**src/rtl/i2s_tx.sv**
```systemverilog
// I2S transmitter: audio-bus sink that serialises 24-bit L/R word pairs into 64-slot frames.
// Define I2S_TX_UNDERRUN_CNT_EN to add o_underrun_count, a saturating underrun counter.
// The din_valid/din_data/din_ready ports carry the audio_bus din modport signals.
module i2s_tx #(
  parameter int unsigned SCLK_DIV = 4
) (
  input  logic        clk,
  input  logic        rst,
  input  logic        din_valid,
  input  logic [23:0] din_data,
  output logic        din_ready,
  output logic        o_bclk,
  output logic        o_lrclk,
  output logic        o_sdata,
  output logic        o_underrun
`ifdef I2S_TX_UNDERRUN_CNT_EN
  ,
  output logic [15:0] o_underrun_count
`endif
);

  localparam int unsigned DivW = (SCLK_DIV > 1) ? $clog2(SCLK_DIV) : 1;
  localparam logic [DivW-1:0] DivLast = DivW'(SCLK_DIV - 1);

  logic [DivW-1:0] div_cnt_q, div_cnt_d;
  logic [5:0]      bit_cnt_q, bit_cnt_d;
  logic [63:0]     shreg_q, shreg_d;
  logic [23:0]     hold_l_q, hold_l_d, hold_r_q, hold_r_d;
  logic            hold_l_v_q, hold_l_v_d, hold_r_v_q, hold_r_v_d;
  logic            ch_q, ch_d, armed_q, armed_d;
  logic            bclk_q, bclk_d, lrclk_q, lrclk_d, sdata_q, sdata_d, underrun_q, underrun_d;

  logic        div_tc, bit_tick, frame_tick, pair_ready, accept;
  logic [63:0] frame;

  always_comb begin
    div_tc     = (div_cnt_q == DivLast);
    bit_tick   = div_tc && bclk_q;
    frame_tick = bit_tick && (bit_cnt_q == 6'd63);
    pair_ready = hold_l_v_q && hold_r_v_q;
    din_ready  = !rst && (ch_q ? !hold_r_v_q : !hold_l_v_q);
    accept     = din_valid && din_ready;
    frame      = '0;

    div_cnt_d  = div_tc ? '0 : div_cnt_q + 1'b1;
    bclk_d     = div_tc ? !bclk_q : bclk_q;
    bit_cnt_d  = bit_cnt_q;
    shreg_d    = shreg_q;
    hold_l_d   = hold_l_q;
    hold_r_d   = hold_r_q;
    hold_l_v_d = hold_l_v_q;
    hold_r_v_d = hold_r_v_q;
    ch_d       = ch_q;
    armed_d    = armed_q;
    lrclk_d    = lrclk_q;
    sdata_d    = sdata_q;
    underrun_d = 1'b0;

    if (accept) begin
      if (ch_q) begin
        hold_r_d   = din_data;
        hold_r_v_d = 1'b1;
      end else begin
        hold_l_d   = din_data;
        hold_l_v_d = 1'b1;
      end
      ch_d = !ch_q;
    end

    if (bit_tick) begin
      bit_cnt_d = bit_cnt_q + 6'd1;
      lrclk_d   = bit_cnt_d[5];
      if (frame_tick) begin
        // A half pair stays held; only a complete pair is consumed.
        if (pair_ready) begin
          frame      = {1'b0, hold_l_q, 8'b0, hold_r_q, 7'b0};
          hold_l_v_d = 1'b0;
          hold_r_v_d = 1'b0;
          armed_d    = 1'b1;
        end else begin
          underrun_d = armed_q;
        end
        sdata_d = frame[63];
        shreg_d = {frame[62:0], 1'b0};
      end else begin
        sdata_d = shreg_q[63];
        shreg_d = {shreg_q[62:0], 1'b0};
      end
    end
  end

  always_ff @(posedge clk) begin
    if (rst) begin
      div_cnt_q  <= '0;
      bit_cnt_q  <= '0;
      shreg_q    <= '0;
      hold_l_q   <= '0;
      hold_r_q   <= '0;
      hold_l_v_q <= 1'b0;
      hold_r_v_q <= 1'b0;
      ch_q       <= 1'b0;
      armed_q    <= 1'b0;
      bclk_q     <= 1'b0;
      lrclk_q    <= 1'b0;
      sdata_q    <= 1'b0;
      underrun_q <= 1'b0;
    end else begin
      div_cnt_q  <= div_cnt_d;
      bit_cnt_q  <= bit_cnt_d;
      shreg_q    <= shreg_d;
      hold_l_q   <= hold_l_d;
      hold_r_q   <= hold_r_d;
      hold_l_v_q <= hold_l_v_d;
      hold_r_v_q <= hold_r_v_d;
      ch_q       <= ch_d;
      armed_q    <= armed_d;
      bclk_q     <= bclk_d;
      lrclk_q    <= lrclk_d;
      sdata_q    <= sdata_d;
      underrun_q <= underrun_d;
    end
  end

  assign o_bclk     = bclk_q;
  assign o_lrclk    = lrclk_q;
  assign o_sdata    = sdata_q;
  assign o_underrun = underrun_q;

`ifdef I2S_TX_UNDERRUN_CNT_EN
  logic [15:0] ucnt_q;

  // Counts alongside the pulse so the count and o_underrun update on the same edge.
  always_ff @(posedge clk) begin
    if (rst) begin
      ucnt_q <= '0;
    end else if (underrun_d && (ucnt_q != 16'hFFFF)) begin
      ucnt_q <= ucnt_q + 16'd1;
    end
  end

  assign o_underrun_count = ucnt_q;
`endif

endmodule

```
**config.mk**
```make
export PLATFORM = sky130hd
export DESIGN_NAME = i2s_tx
export DESIGN_NICKNAME = d
export VERILOG_FILES = /design/src/rtl/i2s_tx.sv
export SDC_FILE = /design/constraint.sdc
export NUM_CORES = 1
export LEC_CHECK = 0
export BUFFER_PORTS_ARGS = -buffer_cell sky130_fd_sc_hd__buf_4
export CORE_UTILIZATION = 36
export CTS_CLUSTER_DIAMETER = 150
export DETAILED_ROUTE_END_ITERATION = 7
export GPL_ROUTABILITY_DRIVEN = 0
export PLACE_DENSITY = 0.63
export SYNTH_ARGS = -nofsm -noshare
export SYNTH_HDL_FRONTEND = slang
export SYNTH_SLANG_ARGS = --single-unit
export TNS_END_PERCENT = 50
```
**constraint.sdc**
```tcl
create_clock -name clk -period 2.06 [get_ports clk]
set_input_delay 0 -clock clk [delete_from_list [all_inputs] [get_ports clk]]
set_output_delay 0 -clock clk [all_outputs]
set_load 0.005 [all_outputs]
```
==> flow_metrics.py, run 1 <==
metrics = {
    "run_status": {
        "outcome": "complete, no violations",
    },
    "setup_path": {
        "reg2reg_to": "shreg_q[39]",
        "crit_arrival_ns": 2.03,
        "crit_path_max_fanout": 95,
        "end_kind": "flop",
        "critPathRequiredTime_ns": 2.40,
        "timing.reg2reg.setup_slack_ns": 0.37,
        "ff2ff_path_depth": 5,
        "cp-start-kind": "flop",
        "reg2reg_from": "div_cnt_q[0]",
        "crit_type": "reg -> reg",
    },
    "sta": {
        "grt_setup_unrepaired": "no",
        "max_freq_mhz": 591.2,
        "tightestPinTransition_ns": 0.6223,
        "setup_tns_ns": 0,
        "skew_ns": 0.01283,
        "worst_hold_slack_ns": 0.02623,
        "final-setup-viol-count": 0,
        "fin_ws_ns": 0.3684,
        "period_share": 0.8212,
        "slew_headroom": 0.5851,
        "min_period_ns": 1.692,
        "finalMaxSlewViolations": 0,
        "hold_viol_final": 0,
    },
    "flow_run": {
        "drv_cap": 0,
    },
    "clock_tree": {
        "numClockSinks": 119,
        "cts_buffers": 17,
        "cts_tree": "built",
        "clock-root-buffer": "clkbuf_16",
        "path_clk_slew_ns": 0.05,
        "htree_levels": 4,
        "worstSkewPairLatency_ns": 0.42,
        "cts_buffer_depth": 2,
    },
    "drt": {
        "first_pass_iters": 4,
        "wire_per_inst_microns": 15.39,
        "drc": 0,
        "vias_per_cell": 5.577,
        "drtIter0Drc": 268,
        "vias": 4813,
        "ant_nets": 0,
        "wl_microns": 13280,
    },
    "pwr": {
        "seqPwrFrac": 0.425,
        "internal-power_uw": 4373,
        "power_uw": 5605,
        "power.density_nw_per_um2": 868.9,
        "leakage_uw": 0.002323,
        "vdd.ir_drop.worst_uv": 478.4,
        "combinationalPowerShare": 0.059,
        "switchingPower_uw": 1232,
        "clkPwrFrac": 0.516,
        "swShare": 0.2198,
    },
    "floorplan": {
        "boundaryPins": 32,
        "rows": 43,
        "die_h_microns": 123.0,
        "core_area_sq_um": 14100,
        "die_x_microns": 123.0,
        "dieArea_sq_um": 15130,
        "initial_utilization": 0.3740,
    },
    "synthesis": {
        "synth.cells.most_frequent": "dfxtp_1, nand2_1, a21oi_1, clkbuf_1, and3_1",
        "synth-seq-cells": 119,
        "syn_area_per_cell_sq_um": 8.023,
        "syn-instance-count": 657,
        "synth.yosys.seq_area_share": 0.4519,
        "synth_area_sq_um": 5271,
        "yosys_warnings": 0,
        "netlist.top_cell.by_area": "dfxtp_1",
        "synth_cell_types": 35,
        "synth-edff-count": 0,
        "async_flop_share": 0,
        "syn-num-nets": 686,
        "ys.flop_type": "dfxtp_1",
        "synth_top_area_share": 0.4519,
        "yosysMostFrequentCell": "dfxtp_1",
        "synth_area_leaders": "dfxtp_1, a21oi_1, nand2_1",
    },
    "finish": {
        "fillers": 1385,
        "area_growth_pct": 22.38,
        "drive_gt1_frac": 0.1201,
        "regArea_sq_um": 2384,
        "multiInputGateArea_sq_um": 2580,
        "antenna_cells": 0,
        "finalInstanceArea_sq_um": 6451,
        "final_nets": 699,
    },
    "global_route": {
        "globalRouteTotalUtil": 0.1878,
        "grt_max_degree": 98,
        "grt_pass1_vias": 4521,
        "antenna_found_initial": 0,
        "grt_overflow": 0,
        "grt_pass1_wl_microns": 22220,
    },
    "hold_path": {
        "hold_path_depth": 2,
        "min_from": "rst",
        "hold_end": "shreg_q[27]",
        "holdCritPathClass": "in -> reg",
    },
    "placed_design": {
        "hpwl_microns": 7235,
        "placed_area_sq_um": 5615,
        "io_buffers": 31,
        "dp_slack_ns": 0.3543,
    },
}
==> flip-flops by register name (all words and copies together), names as in the netlist <==
name        cells
o_bclk          1
o_sdata         1
hold_l_v_q      1
bit_cnt_q       6
armed_q         1
shreg_q        56
hold_r_v_q      1
hold_r_q       24
o_underrun      1
hold_l_q       24
ch_q            1
div_cnt_q       2
==> through the flow <==
stage	util	cells
6_report	0.4577	863
5_1_grt	0.4577	863
4_1_cts	0.4577	863
3_5_place_dp	0.3984	806
3_3_place_gp	0.3984	806
2_1_floorplan	-	657
==> cells by family (layout without fill, tap and decap cells) <==
| group | after synthesis | count (layout) | synth area share |
|---|---|---|---|
| compound gates | 221 | 221 | 0.2514 |
| xor+xnor | 3 | 3 | 0.004985 |
| fa+ha+maj | 2 | 2 | 0.004746 |
| buf+inv | 81 | 107 | 0.06361 |
| flops | 119 | 119 | 0.4519 |
| simple gates | 231 | 231 | 0.2234 |
==> critical path: stages, from the launching register on <==
cell and delay, ns:
dfxtp_1 0.33, ha_2 0.26, buf_12 0.29, and2_1 0.40
o211ai_1 0.18, a21oi_1 0.14
==> how the worst max path moves through the flow <==
stage                      start  slack [ns]          end
finish              div_cnt_q[0]        0.37  shreg_q[39]
global placement    div_cnt_q[0]        0.42      o_sdata
floorplan           div_cnt_q[0]        0.52  shreg_q[44]
global route        div_cnt_q[0]        0.25  shreg_q[33]
CTS                 div_cnt_q[0]        0.36  shreg_q[37]
detailed placement  div_cnt_q[0]        0.35  shreg_q[37]
==> metal layers <==
layer  GRT usage  share of wire
met3     0.03782          0.039
met4     0.08358          0.015
met5           0              0
met2      0.3262           0.51
met1      0.2233           0.43
==> cell type report <==
class,count,share of cell area
Inverter,3,0.001746
Timing Repair Buffer,72,0.1032
Multi-Input combinational cell,457,0.3999
Clock buffer,23,0.07564
Tap cell,180,0.03491
Sequential cell,119,0.3695
Clock inverter,9,0.01513
==> cells in the final DEF, fill, tap and decap left out, types with 2 or more instances in the layout <==
cell type / n
a211oi_1: 2
a21boi_0: 47
a21oi_1: 110
and2_1: 2
and3_1: 49
buf_12: 5
buf_4: 42
bufinv_16: 2
clkbuf_1: 2
clkbuf_16: 17
clkbuf_8: 4
clkinv_2: 6
dfxtp_1: 118
dlygate4sd3_1: 25
inv_1: 2
nand2_1: 112
nand3_1: 3
nand4_1: 48
nor2_1: 5
o211ai_1: 9
o21ai_0: 2
o22ai_1: 47
or3_1: 2
or4_1: 2
xnor2_1: 3
==> repair_timing <==
item                                   in CTS  in global routing
setup buffers                               0                  0
gates resized for setup                     0                  0
endpoints found under the hold margin      49                  0
hold buffers                               25                  0
==> power groups by stage <==
stage,sequential (uW),combinational (uW),clock (uW)
final,2380,331,2890
after CTS,2380,329,2950
after global routing,2380,364,3060
after global placement,2430,284,0
after floorplan,2420,181,0
after detailed placement,2430,291,0
Power figures use the tool's default switching activity.
==> run 2, diff against run 1 <==
--- a/config.mk
+++ b/config.mk
@@ -10,7 +10,7 @@
 export CTS_CLUSTER_DIAMETER = 150
 export DETAILED_ROUTE_END_ITERATION = 7
 export GPL_ROUTABILITY_DRIVEN = 0
-export PLACE_DENSITY = 0.63
+export PLACE_DENSITY = 0.65
 export SYNTH_ARGS = -nofsm -noshare
 export SYNTH_HDL_FRONTEND = slang
 export SYNTH_SLANG_ARGS = --single-unit
==> constraint.sdc (replaced) <==
create_clock -name clk -period 1.5 [get_ports clk]
set_input_delay 0 -clock clk [delete_from_list [all_inputs] [get_ports clk]]
set_output_delay 0 -clock clk [all_outputs]
set_load 0.005 [all_outputs]
==> run 2 against run 1 <==
Clock skew shrank 0.0033 ns. Via count up 4.0%. Global-route usage up 0.51 points. Cell area up 4.7%. Power is 35% higher. Routed wire length is 4.8% higher. Final cell count up 2.0%. Combinational power rose by 63%. Maximum frequency is 19% higher. Sequential power increased by 37%. Worst hold slack better by 0.36 ns. Largest power group unchanged. Highest routed layer unchanged.
==> flow_metrics.py, run 2 (synthesis gave the netlist of run 1 again) <==
metrics = {
    "setup_path": {
        "crit_path_max_fanout": 23,
        "ff2ff_path_depth": 5,
        "crit_type": "reg -> reg",
        "cp-start-kind": "flop",
        "reg2reg_to": "shreg_q[12]",
        "timing.reg2reg.setup_slack_ns": 0.08,
        "reg2reg_from": "div_cnt_q[0]",
        "crit_arrival_ns": 1.68,
        "critPathRequiredTime_ns": 1.76,
        "end_kind": "flop",
    },
    "floorplan": {
        "rows": 43,
        "boundaryPins": 32,
        "die_h_microns": 123.0,
        "core_area_sq_um": 14100,
        "die_x_microns": 123.0,
        "initial_utilization": 0.3740,
        "dieArea_sq_um": 15130,
    },
    "global_route": {
        "globalRouteTotalUtil": 0.1929,
        "grt_pass1_wl_microns": 22930,
        "antenna_found_initial": 0,
        "grt_overflow": 0,
        "grt_pass1_vias": 4825,
        "grt_max_degree": 96,
    },
    "finish": {
        "top_register": "shreg_q",
        "finalInstanceArea_sq_um": 6756,
        "antenna_cells": 0,
        "final_cell_mix": "dfxtp_1, nand2_1, a21oi_1",
        "largest_reg_flops": 56,
        "final_nets": 717,
        "final_common_cell": "dfxtp_1",
        "drive_gt1_frac": 0.1457,
        "stdcell_count": 880,
        "area_growth_pct": 28.17,
        "final_util": 0.4793,
        "reg.largest.list": "shreg_q: 56 flops, hold_l_q: 24 flops, hold_r_q: 24 flops",
    },
    "drt": {
        "wire_per_inst_microns": 15.81,
        "wl_microns": 13920,
        "drc": 0,
        "first_pass_iters": 5,
        "vias_per_cell": 5.686,
        "vias": 5004,
        "ant_nets": 0,
        "drtIter0Drc": 334,
    },
    "placed_design": {
        "io_buffers": 31,
        "hpwl_microns": 7755,
        "placed_cells": 820,
        "placed_area_sq_um": 5858,
    },
    "clock_tree": {
        "cts_tree": "built",
        "worstSkewPairLatency_ns": 0.42,
        "cts_buffer_depth": 2,
        "numClockSinks": 119,
        "htree_levels": 4,
        "path_clk_slew_ns": 0.05,
        "cts_buffers": 17,
        "clock-root-buffer": "clkbuf_16",
    },
    "sta": {
        "slew_headroom": 0.3921,
        "final-setup-viol-count": 0,
        "max_freq_mhz": 703.1,
        "skew_ns": 0.009501,
        "setup_tns_ns": 0,
        "finalMaxSlewViolations": 0,
        "tightestPinTransition_ns": 0.9118,
        "period_share": 0.9481,
        "grt_setup_unrepaired": "yes",
        "min_period_ns": 1.422,
        "hold_viol_final": 0,
    },
    "pwr": {
        "power.density_nw_per_um2": 1122,
        "vdd.ir_drop.worst_uv": 742.4,
        "power_uw": 7581,
        "leakage_uw": 0.002444,
    },
    "run_status": {
        "outcome": "complete, no violations",
    },
    "hold_path": {
        "hold_path_depth": 4,
        "hold_end": "hold_r_q[8]",
        "min_from": "din_data[8]",
        "holdCritPathClass": "in -> reg",
    },
    "flow_run": {
        "drv_cap": 0,
    },
}
[run 2: changes by cell type in the layout (fill, tap and decap cells not counted), sizes merged]
cell / change
bufinv: -1
dlygate4sd3: +1
clkbuf: +7
clkinv: -4
buf: +15
clkinvlp: -1
[run 2: worst max-delay path by stage]
| stage | start | endpoint | slack (ns) | cells after the start |
|---|---|---|---|---|
| after detailed placement | div_cnt_q[0] | bit_cnt_q[3] | -0.05 | 5 |
| final | div_cnt_q[0] | shreg_q[12] | 0.08 | 5 |
| after floorplan | div_cnt_q[0] | o_underrun | 0.04 | 7 |
| after CTS | div_cnt_q[0] | bit_cnt_q[3] | 0.01 | 5 |
| after global placement | div_cnt_q[0] | shreg_q[8] | 0.03 | 4 |
| after global routing | div_cnt_q[1] | shreg_q[11] | -0.02 | 6 |
[run 2: layer usage]
| metal | wire (microns) | track usage | vias to the layer above | part of all wire |
|---|---|---|---|---|
| li1 | - | - | 2445 | - |
| met1 | 6046 | 0.2326 | 2371 | 0.43 |
| met2 | 6901 | 0.3283 | 157 | 0.50 |
| met3 | 717 | 0.04290 | 31 | 0.052 |
| met4 | 250 | 0.08509 | 0 | 0.018 |
| met5 | 0 | 0 | - | 0 |
[run 2: final cells by class]
class | count | area, sq um
fill | 1354 | 7340
multi-input combinational | 457 | 2626
sequential | 119 | 2387
timing repair buffer | 90 | 959.7
clock buffer | 28 | 506.7
tap | 180 | 225.2
clock inverter | 3 | 40.04
inverter | 3 | 11.26
[run 2: critical path, cell delays in order (launching register included)]
cell and delay [ns]:
dfxtp_2 0.35, ha_4 0.18, nand3_2 0.19, clkbuf_16 0.26
o22ai_1 0.19, a21oi_1 0.09
[run 2: power by group]
group          total, uW  switching, uW  internal [uW]
Clock               3770           1340           2440
Combinational        539            298            240
Sequential          3270           41.0           3230
Total               7580           1670           5910
[run 2: per-stage QoR]
step / hold slack (ns) / setup slack, ns
floorplan: 0.1196 / 0.03934
global placement: 0.2572 / 0.02948
detailed placement: 0.2670 / -0.04712
CTS: 0.3727 / 0.01074
global route: 0.4033 / -0.02145
finish: 0.3854 / 0.07779
[run 2: timing repair]
action,4_1_cts,5_1_grt
resized for setup,1,11
gates cloned,0,1
hold endpoints to repair,53,0
pin swaps,1,2
buffers inserted,0,2
setup endpoints to repair,40,50
hold buffers,26,0
